[src/rtl/async_fifo_pkg.sv]
`default_nettype none
// +----------------------------------------------------------------------+
// | Module      : async_fifo_pkg                                         |
// | Description : Shared types and Gray/binary pointer conversions for   |
// |               the asynchronous FIFO read/write controllers.          |
// | Revision    : 1.0 - initial release                                  |
// +----------------------------------------------------------------------+
package async_fifo_pkg;

   // Conversions work on a 32-bit container. Callers zero-extend
   // narrower pointers in and size-cast the result back down. Leading
   // zeros do not disturb either conversion.
   localparam int PTR_MAX_W = 32;

   typedef logic [PTR_MAX_W-1:0] ptr_word_t;

   // Read-side output stage: IDLE has no word at o_data, HOLD has one.
   typedef enum logic [0:0] {
      ST_IDLE = 1'b0,
      ST_HOLD = 1'b1
   } rd_state_e;

   function automatic ptr_word_t bin2gray(input ptr_word_t bin);
      return bin ^ (bin >> 1);
   endfunction

   function automatic ptr_word_t gray2bin(input ptr_word_t gray);
      ptr_word_t bin;
      bin[PTR_MAX_W-1] = gray[PTR_MAX_W-1];
      for (int i = PTR_MAX_W - 2; i >= 0; i--) begin
         bin[i] = bin[i+1] ^ gray[i];
      end
      return bin;
   endfunction

endpackage
`default_nettype wire

[src/rtl/sync2.sv]
`default_nettype none
// +----------------------------------------------------------------------+
// | Module      : sync2                                                  |
// | Description : Two-flop synchronizer, parameterized width, with       |
// |               asynchronous active-low clear.                         |
// | Revision    : 1.0 - initial release                                  |
// +----------------------------------------------------------------------+
module sync2 #(
   parameter int Width = 1
) (
   input  logic             clk,
   input  logic             rst_n,
   input  logic [Width-1:0] i_d,
   output logic [Width-1:0] o_q
);

   logic [Width-1:0] meta_q;
   logic [Width-1:0] meta_d;
   logic [Width-1:0] sync_q;
   logic [Width-1:0] sync_d;

   // Shift the input through two stages.
   always_comb begin
      meta_d = i_d;
      sync_d = meta_q;
   end

   // Synchronizer flops. The clear is asynchronous.
   always_ff @(posedge clk or negedge rst_n) begin
      if (!rst_n) begin
         meta_q <= '0;
         sync_q <= '0;
      end else begin
         meta_q <= meta_d;
         sync_q <= sync_d;
      end
   end

   assign o_q = sync_q;

endmodule
`default_nettype wire

[src/rtl/fifo_rd_ctrl.sv]
`default_nettype none
// +----------------------------------------------------------------------+
// | Module      : fifo_rd_ctrl                                           |
// | Description : Read-side controller of an asynchronous FIFO. It       |
// |               synchronizes the write pointer, issues RAM reads and   |
// |               presents one word at a time to a valid/ready consumer. |
// | Revision    : 1.0 - initial release                                  |
// +----------------------------------------------------------------------+
module fifo_rd_ctrl
   import async_fifo_pkg::*;
#(
   parameter int Depth          = 8,
   parameter int Width          = 4,
   parameter int PtrWidth       = $clog2(Depth),
   parameter int AlmostEmptyThr = 2
) (
   input  logic                clk_rd,
   input  logic                rst_n,
   input  logic [PtrWidth:0]   i_wr_ptr_gray,
   output logic [PtrWidth:0]   o_rd_ptr_gray,
   output logic                o_ram_rd_en,
   output logic [PtrWidth-1:0] o_ram_rd_addr,
   input  logic [Width-1:0]    i_ram_rd_data,
   output logic [Width-1:0]    o_data,
   output logic                o_valid,
   input  logic                i_ready,
   output logic                o_empty,
   output logic                o_almost_empty,
   output logic [PtrWidth:0]   o_count
);

   localparam int              PW     = PtrWidth + 1;
   localparam logic [PtrWidth:0] AE_THR = PW'(AlmostEmptyThr);

   logic              rst_sync_n;
   logic [PtrWidth:0] wr_gray_sync;
   logic [PtrWidth:0] wr_bin;
   logic [PtrWidth:0] rd_bin_q;
   logic [PtrWidth:0] rd_bin_d;
   logic [PtrWidth:0] rd_gray_q;
   logic [PtrWidth:0] rd_gray_d;
   logic [PtrWidth:0] count;
   logic              empty;
   logic              fetch;
   logic              valid;
   rd_state_e         state_q;
   rd_state_e         state_d;

   // Reset asserts immediately and releases two clk_rd edges later.
   sync2 #(
      .Width (1)
   ) u_rst_sync (
      .clk   (clk_rd),
      .rst_n (rst_n),
      .i_d   (1'b1),
      .o_q   (rst_sync_n)
   );

   // Gray-coded write pointer crossing into the read domain.
   sync2 #(
      .Width (PW)
   ) u_wr_sync (
      .clk   (clk_rd),
      .rst_n (rst_sync_n),
      .i_d   (i_wr_ptr_gray),
      .o_q   (wr_gray_sync)
   );

   // Occupancy and flags from the synchronized write pointer. The
   // subtraction wraps naturally at PW bits, so a full RAM reads Depth.
   always_comb begin
      wr_bin = PW'(gray2bin(PTR_MAX_W'(wr_gray_sync)));
      count  = wr_bin - rd_bin_q;
      empty  = (rd_bin_q == wr_bin);
   end

   // A RAM read is issued when a word is available and the output slot
   // is free or is being emptied this cycle.
   always_comb begin
      fetch     = !empty && (!valid || i_ready);
      rd_bin_d  = rd_bin_q + {{PtrWidth{1'b0}}, fetch};
      rd_gray_d = PW'(bin2gray(PTR_MAX_W'(rd_bin_d)));
   end

   // Read pointer in binary, with its Gray copy kept in step for export.
   always_ff @(posedge clk_rd or negedge rst_sync_n) begin
      if (!rst_sync_n) begin
         rd_bin_q  <= '0;
         rd_gray_q <= '0;
      end else begin
         rd_bin_q  <= rd_bin_d;
         rd_gray_q <= rd_gray_d;
      end
   end

   // Output-stage state register.
   always_ff @(posedge clk_rd or negedge rst_sync_n) begin
      if (!rst_sync_n) begin
         state_q <= ST_IDLE;
      end else begin
         state_q <= state_d;
      end
   end

   // Output-stage next state: a fetch always leaves a word at o_data.
   always_comb begin
      state_d = state_q;
      case (state_q)
         ST_IDLE: begin
            if (fetch) begin
               state_d = ST_HOLD;
            end
         end
         ST_HOLD: begin
            if (i_ready && !fetch) begin
               state_d = ST_IDLE;
            end
         end
         default: begin
            state_d = ST_IDLE;
         end
      endcase
   end

   // Output-stage decode.
   always_comb begin
      valid = (state_q == ST_HOLD);
   end

   // The RAM holds its read data while the strobe is low, so the word is
   // passed straight through rather than stored here.
   assign o_data         = i_ram_rd_data;
   assign o_valid        = valid;
   assign o_ram_rd_en    = fetch;
   assign o_ram_rd_addr  = rd_bin_q[PtrWidth-1:0];
   assign o_rd_ptr_gray  = rd_gray_q;
   assign o_empty        = empty;
   assign o_count        = count;
   assign o_almost_empty = (count <= AE_THR);

endmodule
`default_nettype wire
[config.mk]
export PLATFORM = sky130hd
export DESIGN_NAME = fifo_rd_ctrl
export DESIGN_NICKNAME = d
export VERILOG_FILES = /design/src/rtl/async_fifo_pkg.sv /design/src/rtl/sync2.sv /design/src/rtl/fifo_rd_ctrl.sv
export SDC_FILE = /design/constraint.sdc
export NUM_CORES = 1
export LEC_CHECK = 0
export CORE_MARGIN = 2
export CORE_UTILIZATION = 42
export DETAILED_ROUTE_END_ITERATION = 12
export GPL_TIMING_DRIVEN = 0
export PLACE_DENSITY_LB_ADDON = 0.3
export SYNTH_ARGS = -nofsm -noshare
export SYNTH_HDL_FRONTEND = slang
export SYNTH_SLANG_ARGS = --single-unit
[constraint.sdc]
create_clock -name clk_rd -period 2.6 [get_ports clk_rd]
set_input_delay 0.39 -clock clk_rd [delete_from_list [all_inputs] [get_ports clk_rd]]
set_output_delay 0.39 -clock clk_rd [all_outputs]
set_load 0.05 [all_outputs]
## Word-level counts from Yosys, hierarchy flattened

Cells that the tools add are included.

| word-level totals | value |
|---|---|
| bits in registers | 19 |
| logic and storage cells | 25 |
| output and inout bits | 19 |

| operators by class | value |
|---|---|
| bitwise operators | 5 |
| equal/unequal tests | 1 |
| reduce and logical (&&, ||, !) cells | 6 |
| add/sub/neg operators | 2 |
| multiplexer cells | 3 |
| $lt $le $gt $ge | 1 |

Operators with widths:

| operator | count |
|---|---|
| $add A4 B1 Y4 | 1 |
| $eq A4 B4 Y1 | 1 |
| $le A4 B2 Y1 const B | 1 |
| $sub A4 B4 Y4 | 1 |
| $xor A4 B3 Y4 | 1 |
| $logic_not A1 Y1 | 3 |
| $xor A1 B1 Y1 | 3 |
| $logic_and A1 B1 Y1 | 2 |
| $mux W1 | 2 |
| $pmux W1 S2 | 1 |
| $logic_or A1 B1 Y1 | 1 |
| $not A1 Y1 | 1 |

## Logic depth before layout (Yosys ltp)

Gate-level depths: netlist of the first run.

| depth | value |
|---|---|
| depth after elaboration | 10 |
| depth in mapped cells | 11 |

## Hierarchy

A second synthesis of the first run with hierarchy kept.

| unflattened totals | value |
|---|---|
| cells, all modules | 59 |
| area, all modules | 779.5 µm² |

Modules (own cells, without submodules):

| module | cells an instance | area an instance (µm²) | times used |
|---|---|---|---|
| fifo_rd_ctrl | 49 | 529.3 | 1 |
| sync2 at u_wr_sync | 8 | 200.2 | 1 |
| sync2 at u_rst_sync | 2 | 50.0 | 1 |

## Least setup slack after synthesis of the first run

OpenSTA, ideal clock, no wires.

| timing | value |
|---|---|
| kind | reg2reg |
| start | register u_wr_sync.sync_q[2] (netlist: u_wr_sync.o_q[2]) |
| end | register rd_gray_q[1] (netlist: o_rd_ptr_gray[1]) |
| arrival time | 3178 ps |
| library setup time | 133 ps |
| data required time | 2467 ps |
| stages on the path, launching flop included | 11 |
| path slack | -710 ps |
| cells stage by stage | dfrtp_1 -> xor2_2 -> xor2_2 -> xnor2_1 -> ha_1 -> nand3_1 -> nor2_1 -> a21oi_1 -> ha_1 -> xor2_1 -> xor2_1 |

| on the way | value |
|---|---|
| cells in the longest elaborated chain, start to end | 8 |

RTL lines:

| what | RTL line | text |
|---|---|---|
| from (decl) | sync2.sv:19 | `logic [Width-1:0] sync_q;` |
| from (signal assigned) | sync2.sv:35 | `sync_q <= sync_d;` |
| $xor A1 B1 Y1 (*) | async_fifo_pkg.sv:31 | `bin[i] = bin[i+1] ^ gray[i];` |
| $xor A1 B1 Y1 (2 in a row) | async_fifo_pkg.sv:31 |  |
| $eq A4 B4 Y1 (*) | fifo_rd_ctrl.sv:74 | `empty = (rd_bin_q == wr_bin);` |
| via o_empty | fifo_rd_ctrl.sv:27 | `output logic o_empty,` |
| $logic_not A1 Y1 (*) | fifo_rd_ctrl.sv:80 | `fetch = !empty && (!valid \|\| i_ready);` |
| $logic_and A1 B1 Y1 (*) | fifo_rd_ctrl.sv:80 |  |
| via o_ram_rd_en | fifo_rd_ctrl.sv:21 | `output logic o_ram_rd_en,` |
| $add A4 B1 Y4 (*) | fifo_rd_ctrl.sv:81 | `rd_bin_d = rd_bin_q + {{PtrWidth{1'b0}}, fetch};` |
| via rd_bin_d[1] | fifo_rd_ctrl.sv:39 | `logic [PtrWidth:0] rd_bin_d;` |
| $xor A4 B3 Y4 (*) | async_fifo_pkg.sv:24 | `return bin ^ (bin >> 1);` |
| via rd_gray_d[1] | fifo_rd_ctrl.sv:41 | `logic [PtrWidth:0] rd_gray_d;` |
| to (signal assigned) | fifo_rd_ctrl.sv:92 | `rd_gray_q <= rd_gray_d;` |
| to (decl) | fifo_rd_ctrl.sv:40 | `logic [PtrWidth:0] rd_gray_q;` |

Mark *: on every way through the listed nets, which the timed path passes. The rest lies on a longest branch.

## Worst setup path after layout of the first run

| timing | value |
|---|---|
| start | register u_wr_sync.sync_q[3] (netlist: u_wr_sync.o_q[3]) |
| end | output o_almost_empty |

| on the way | value |
|---|---|
| cells in the longest elaborated chain, start to end | 5 |

RTL lines:

| what | RTL line | text |
|---|---|---|
| $xor A1 B1 Y1 (3 in a row) | async_fifo_pkg.sv:31 |  |
| $sub A4 B4 Y4 (*) | fifo_rd_ctrl.sv:73 | `count = wr_bin - rd_bin_q;` |
| $le A4 B2 Y1 (*) | fifo_rd_ctrl.sv:139 | `assign o_almost_empty = (count <= AE_THR);` |
| to (decl) | fifo_rd_ctrl.sv:28 | `output logic o_almost_empty,` |

Every way passes the cells marked *; elsewhere a longest branch is shown, timed or not.

==> flow_metrics.py, run 1 <==
metrics = {
    "status": {
        "outcome": "finished with violations",
        "violations": "negative setup slack",
    },
    "clocking": {
        "clock-sinks": 18,
        "clk_pin_slew_ps": 100,
        "cts_buffers": 3,
        "cts_hold_buffers": 0,
        "cts_root_buffer": "clkbuf_4",
        "clockBufferDepth": 2,
        "h-tree-depth": 1,
        "clock_latency_ps": 280,
        "tritoncts": "yes",
    },
    "synth": {
        "synth-compound-area-share": 0.0556,
        "synth-xor-area-share": 0.141,
        "netlist_instances": 59,
        "ys_types": 19,
        "synth_area_sq_um": 787,
        "synthAdderAreaFrac": 0.105,
        "synth_top_family_by_area": "XOR/XNOR gates",
        "synth_simple_gate_area_share": 0.0541,
        "ys_ff_latch": 18,
        "muxShareOfSynthArea": 0,
        "synth_nets": 76,
        "syn_area_per_cell_sq_um": 13.3,
        "synth_warnings": 0,
        "ys_seq_area_frac": 0.572,
    },
    "sta": {
        "clock.fmax_mhz": 353,
        "min_period_ps": 2840,
        "fin_crit_sh": 1.09,
        "tightestPinTransition_ps": 597,
        "timing.slew.headroom": 0.602,
        "hold_violations": 0,
        "setup_violations": 3,
        "layout_setup_ws_ps": -236,
        "slew_viol_final": 0,
        "skew_ps": 3.79,
        "timing.hold.ws_ps": 252,
        "rsz0062_at_grt": "true",
    },
    "floorplanning": {
        "io-pin-count": 30,
        "fp-row-count": 15,
        "start_util": 0.451,
        "coreArea_sq_um": 1750,
        "die_h_microns": 47.3,
        "die_width_microns": 47.3,
        "dieArea_sq_um": 2240,
    },
    "grt": {
        "use_met3": 0.0231,
        "grt_start_max_net_pins": 17,
        "grt-busiest-layer": "met2",
        "met1_usage": 0.165,
        "use_met2": 0.184,
        "track_usage": 0.122,
        "grt_pass1_wl_microns": 1860,
        "grt.overflow.total": 0,
        "antenna_found_initial": 0,
        "grt_pass1_vias": 463,
    },
    "worst_hold_path": {
        "hold_path_class": "reg -> async",
    },
    "layout": {
        "fin_nets": 109,
        "fin_util": 0.670,
        "drive_gt1_frac": 0.319,
        "num_antenna_cells": 0,
        "final_area_sq_um": 1170,
        "mostFrequentLayoutCells": "clkdlybuf4s50_1, dfrtp_1, buf_4",
        "area_growth_pct": 48.6,
        "layout.cells.non_filler": 116,
        "fill_cells": 134,
    },
    "critical_path": {
        "reg2reg_to": "o_rd_ptr_gray[1]",
        "rr_startpoint": "u_wr_sync.o_q[3]",
        "cpMostUsedCell": "xor2_2",
        "cp_slowest_stage_delay_ps": 440,
        "crit_slowest_cell": "fa_2",
        "critical_path_class": "reg -> out",
        "end_kind": "primary output",
        "cp_max_fo": 2,
        "required_ps": 2210,
        "reg2regPathDepth": 11,
        "arrival_ps": 2450,
        "cp-start-kind": "register",
        "crit_chain": "xor2_2 > xor2_2 > xnor2_1 > ha_1 > inv_1 > fa_2 > a221oi_4 > buf_6",
        "r2r_slack_ps": 230,
    },
    "place": {
        "io_buffer_count": 25,
        "place_area_sq_um": 1110,
        "place_inst": 109,
        "hpwl_microns": 960,
        "finalWeightedCongestion": 0.794,
    },
    "routing": {
        "route.vias.total": 504,
        "routed_wl_microns": 1220,
        "wl_per_cell_microns": 10.5,
        "drtIter0Drc": 2,
        "via_per_inst": 4.34,
        "drtAntennaViolNets": 0,
        "drc_errors": 0,
        "drtPass1Iterations": 2,
    },
    "flow_run": {
        "drv_cap": 0,
    },
}
worst max-delay path: cells and delay by family (launching register included):
kind,cells,cell delay [ps]
fa+ha+maj,2,630
xor+xnor,3,580
flops,1,420
compound gates,1,290
buf+inv,2,240
sequential cells by signal, summed over array words and instances (netlist names):
signal             cells
rd_bin_q               4
u_wr_sync.meta_q       4
u_wr_sync.o_q          4
o_rd_ptr_gray          3
o_valid                1
u_rst_sync.meta_q      1
u_rst_sync.o_q         1
metrics by stage:
stage	worst slack [ps]	setup TNS [ps]
3_5_place_dp	-643	-2320
3_3_place_gp	-595	-2130
2_1_floorplan	-180	-184
6_report	-236	-484
5_1_grt	-396	-1090
4_1_cts	-246	-574
logic make-up (layout without fill, tap and decap cells):
family	after synthesis	after routing
other cells	1	1
simple gates	7	7
flops	18	18
buf+inv	10	42
compound gates	6	6
fa+ha+maj	6	6
xor+xnor	11	11
cell usage after synthesis:
library cell,count,area (sq um)
a221oi_2,1,15.0
nand3b_1,1,7.51
inv_1,6,22.5
a21oi_1,3,15.0
dfrtp_1,18,450
nor2_1,1,3.75
buf_4,4,30.0
nand3_1,2,10.0
a21o_2,1,8.76
conb_1,1,3.75
xor2_2,2,32.5
fa_1,1,20.0
nand3_2,1,10.0
and2_2,1,7.51
nand2_1,1,3.75
xor2_1,5,43.8
ha_1,5,62.6
o21ai_0,1,5.00
xnor2_1,4,35.0
final cells by class:
class / count / area, sq um / area share
well taps: 25 / 31.3 / 0.0267
clock buffers: 4 / 36.3 / 0.0310
repair buffers: 28 / 263 / 0.225
flip-flops and latches: 18 / 450 / 0.385
multi-input cells: 31 / 337 / 0.288
inverters: 6 / 22.5 / 0.0193
plain buffers: 4 / 30.0 / 0.0257
repair_timing:
item                                    in CTS  in global routing
pin swaps                                    2                  3
endpoints found under the setup margin       7                  7
resized for setup                           36                  8
setup buffers                                2                  1
how the worst max path moves through the flow:
| stage | start | end | slack, ps |
|---|---|---|---|
| after CTS | u_wr_sync.o_q[2] | o_almost_empty | -250 |
| after global routing | u_wr_sync.o_q[3] | o_almost_empty | -400 |
| after floorplan | u_wr_sync.o_q[2] | o_almost_empty | -180 |
| after detailed placement | u_wr_sync.o_q[3] | o_almost_empty | -640 |
| after global placement | u_wr_sync.o_q[2] | o_almost_empty | -600 |
| final | u_wr_sync.o_q[3] | o_almost_empty | -240 |
layer usage:
metal	up-vias	routed length, microns
li1	244	-
met1	241	547
met2	19	615
met3	0	58
met4	0	0
met5	-	0
Power of run 1 is not shown: default switching activity piles up to over one toggle a cycle in this logic, so the estimate is an artifact.
==> run 2: changes to the inputs <==
- SKIP_LAST_GASP: not set -> 1
==> results of run 2 <==
No change in the layout: final DEF, timing and power equal those of run 1.
Power of run 2 is left out for the same reason.
==> run 3: changes to the inputs <==
- CORE_ASPECT_RATIO: not set -> 0.7
- GPL_TIMING_DRIVEN: 0 -> not set
==> run 3 against run 2 <==
Against the previous run: the flow still finishes with violations (negative setup slack); utilization down 1.5 points; largest cell class unchanged; design area up 1.1%; count of clock-buffer cells in the layout unchanged; global-route usage down 0.51 points; final cell count down 8.6%; die area up 0.26%; non-clock buffer count down 7.
==> flow_metrics.py, run 3 (synthesis gave the netlist of run 1 again) <==
metrics = {
    "status": {
        "outcome": "finished with violations",
        "violations": "negative setup slack",
    },
    "sta": {
        "slew_viol_final": 0,
        "setup_violations": 4,
        "clock.fmax_mhz": 349,
        "skew_ps": 3.81,
        "fin_crit_sh": 1.10,
        "layout_setup_ws_ps": -269,
        "hold_violations": 0,
        "tightestPinTransition_ps": 606,
        "timing.slew.headroom": 0.596,
        "rsz0062_at_grt": "true",
        "min_period_ps": 2870,
    },
    "place": {
        "finalWeightedCongestion": 0.718,
        "place_area_sq_um": 1110,
        "hpwl_microns": 960,
        "io_buffer_count": 21,
    },
    "critical_path": {
        "rr_startpoint": "u_wr_sync.o_q[2]",
        "cp_num_buf_inv": 2,
        "cp-start-kind": "register",
        "end_kind": "primary output",
        "cp_max_fo": 2,
        "crit_chain": "xor2_2 > xor2_2 > xnor2_1 > ha_2 > inv_2 > fa_2 > a221oi_4 > buf_12",
        "required_ps": 2210,
        "critical_path_class": "reg -> out",
        "crit_slowest_cell": "fa_2",
        "cpMostUsedCell": "xor2_2",
        "cp_slowest_stage_delay_ps": 460,
        "arrival_ps": 2480,
        "startpoint": "u_wr_sync.o_q[2]",
        "cpLargestDelayFamily": "adder cells",
    },
    "flow_run": {
        "drv_cap": 0,
    },
    "clocking": {
        "cts_buffers": 3,
        "clk_pin_slew_ps": 100,
        "cts_hold_buffers": 0,
        "clock-sinks": 18,
        "clock_latency_ps": 290,
        "tritoncts": "yes",
        "clockBufferDepth": 2,
        "h-tree-depth": 1,
        "cts_root_buffer": "clkbuf_4",
    },
    "grt": {
        "grt_pass1_wl_microns": 1860,
        "antenna_found_initial": 0,
        "grt_start_max_net_pins": 17,
        "grt.overflow.total": 0,
        "grt_pass1_vias": 447,
        "track_usage": 0.117,
    },
    "floorplanning": {
        "fp-row-count": 13,
        "coreArea_sq_um": 1810,
        "die_width_microns": 55.7,
        "dieArea_sq_um": 2240,
        "io-pin-count": 30,
        "start_util": 0.436,
        "die_h_microns": 40.2,
    },
    "routing": {
        "drtPass1Iterations": 4,
        "routed_wl_microns": 1180,
        "drtIter0Drc": 2,
        "drc_errors": 0,
        "via_per_inst": 4.46,
        "wl_per_cell_microns": 11.1,
        "drtAntennaViolNets": 0,
        "route.vias.total": 473,
    },
    "layout": {
        "num_antenna_cells": 0,
        "final_area_sq_um": 1180,
        "fin_nets": 102,
        "mostFrequentLayoutCells": "dfrtp_1, clkdlybuf4s50_1, buf_12",
        "drive_gt1_frac": 0.345,
        "area_growth_pct": 50.2,
        "layout_commonest_cell": "dfrtp_1",
    },
    "worst_hold_path": {
        "hold_path_class": "reg -> async",
    },
}
## run 3: cell count changes in the layout (fill, tap and decap cells not counted), moves of 2 or more
| cell | change |
|---|---|
| buf_2 | -2 |
| clkdlybuf4s50_1 | -4 |
| buf_4 | -4 |
| buf_12 | +6 |
## run 3: area by class of cell
cell class | count | area [sq um]
multi-input cells | 31 | 344
well taps | 22 | 27.5
fillers | 137 | 623
flip-flops and latches | 18 | 450
inverters | 6 | 22.5
repair buffers | 25 | 302
clock buffers | 4 | 36.3
## run 3: repair_timing
action                                  4_1_cts  5_1_grt
gates resized for setup                       2        3
buffers inserted                              0        2
pin swaps                                     1        1
endpoints found under the setup margin        4        6
## run 3: routing by layer
layer	vias up	wire length [microns]	track usage
met5	-	0	0
met4	0	0	0.0549
met3	0	92	0.0387
met2	20	577	0.205
met1	224	511	0.136
li1	229	-	-
## run 3: worst reg2reg max path: stages, from the launching register on
cell     delay [ps]
dfrtp_1         420
xor2_2          200
xor2_2          160
buf_4           140
buf_4           140
ha_4            270
nand3_2          70
nor2_4          160
a21oi_4          70
ha_1            220
xor2_1          310
xor2_1          180
## run 3: per-stage QoR
step	util	cells	hold slack, ps	setup WS [ps]	setup TNS, ps
floorplan	-	59	94.4	-180	-184
global placement	0.613	100	266	131	0
detailed placement	0.613	100	269	54.2	0
CTS	0.642	104	242	-274	-444
global route	0.655	106	242	-384	-925
finish	0.655	106	251	-269	-492
## run 3: worst paths after layout
path	endpoint	slack, ps	cells after the start
worst min register to register	u_wr_sync.o_q[2]	250	0
worst max-delay path	o_almost_empty	-270	8
min in group clk_rd	u_wr_sync.o_q[2]	350	0
worst max register to register	o_rd_ptr_gray[0]	200	11
worst min-delay path	u_wr_sync.o_q[2]	250	0
max in group asynchronous	rd_bin_q[3]	1960	0
Power of run 3 is left out for the same reason.
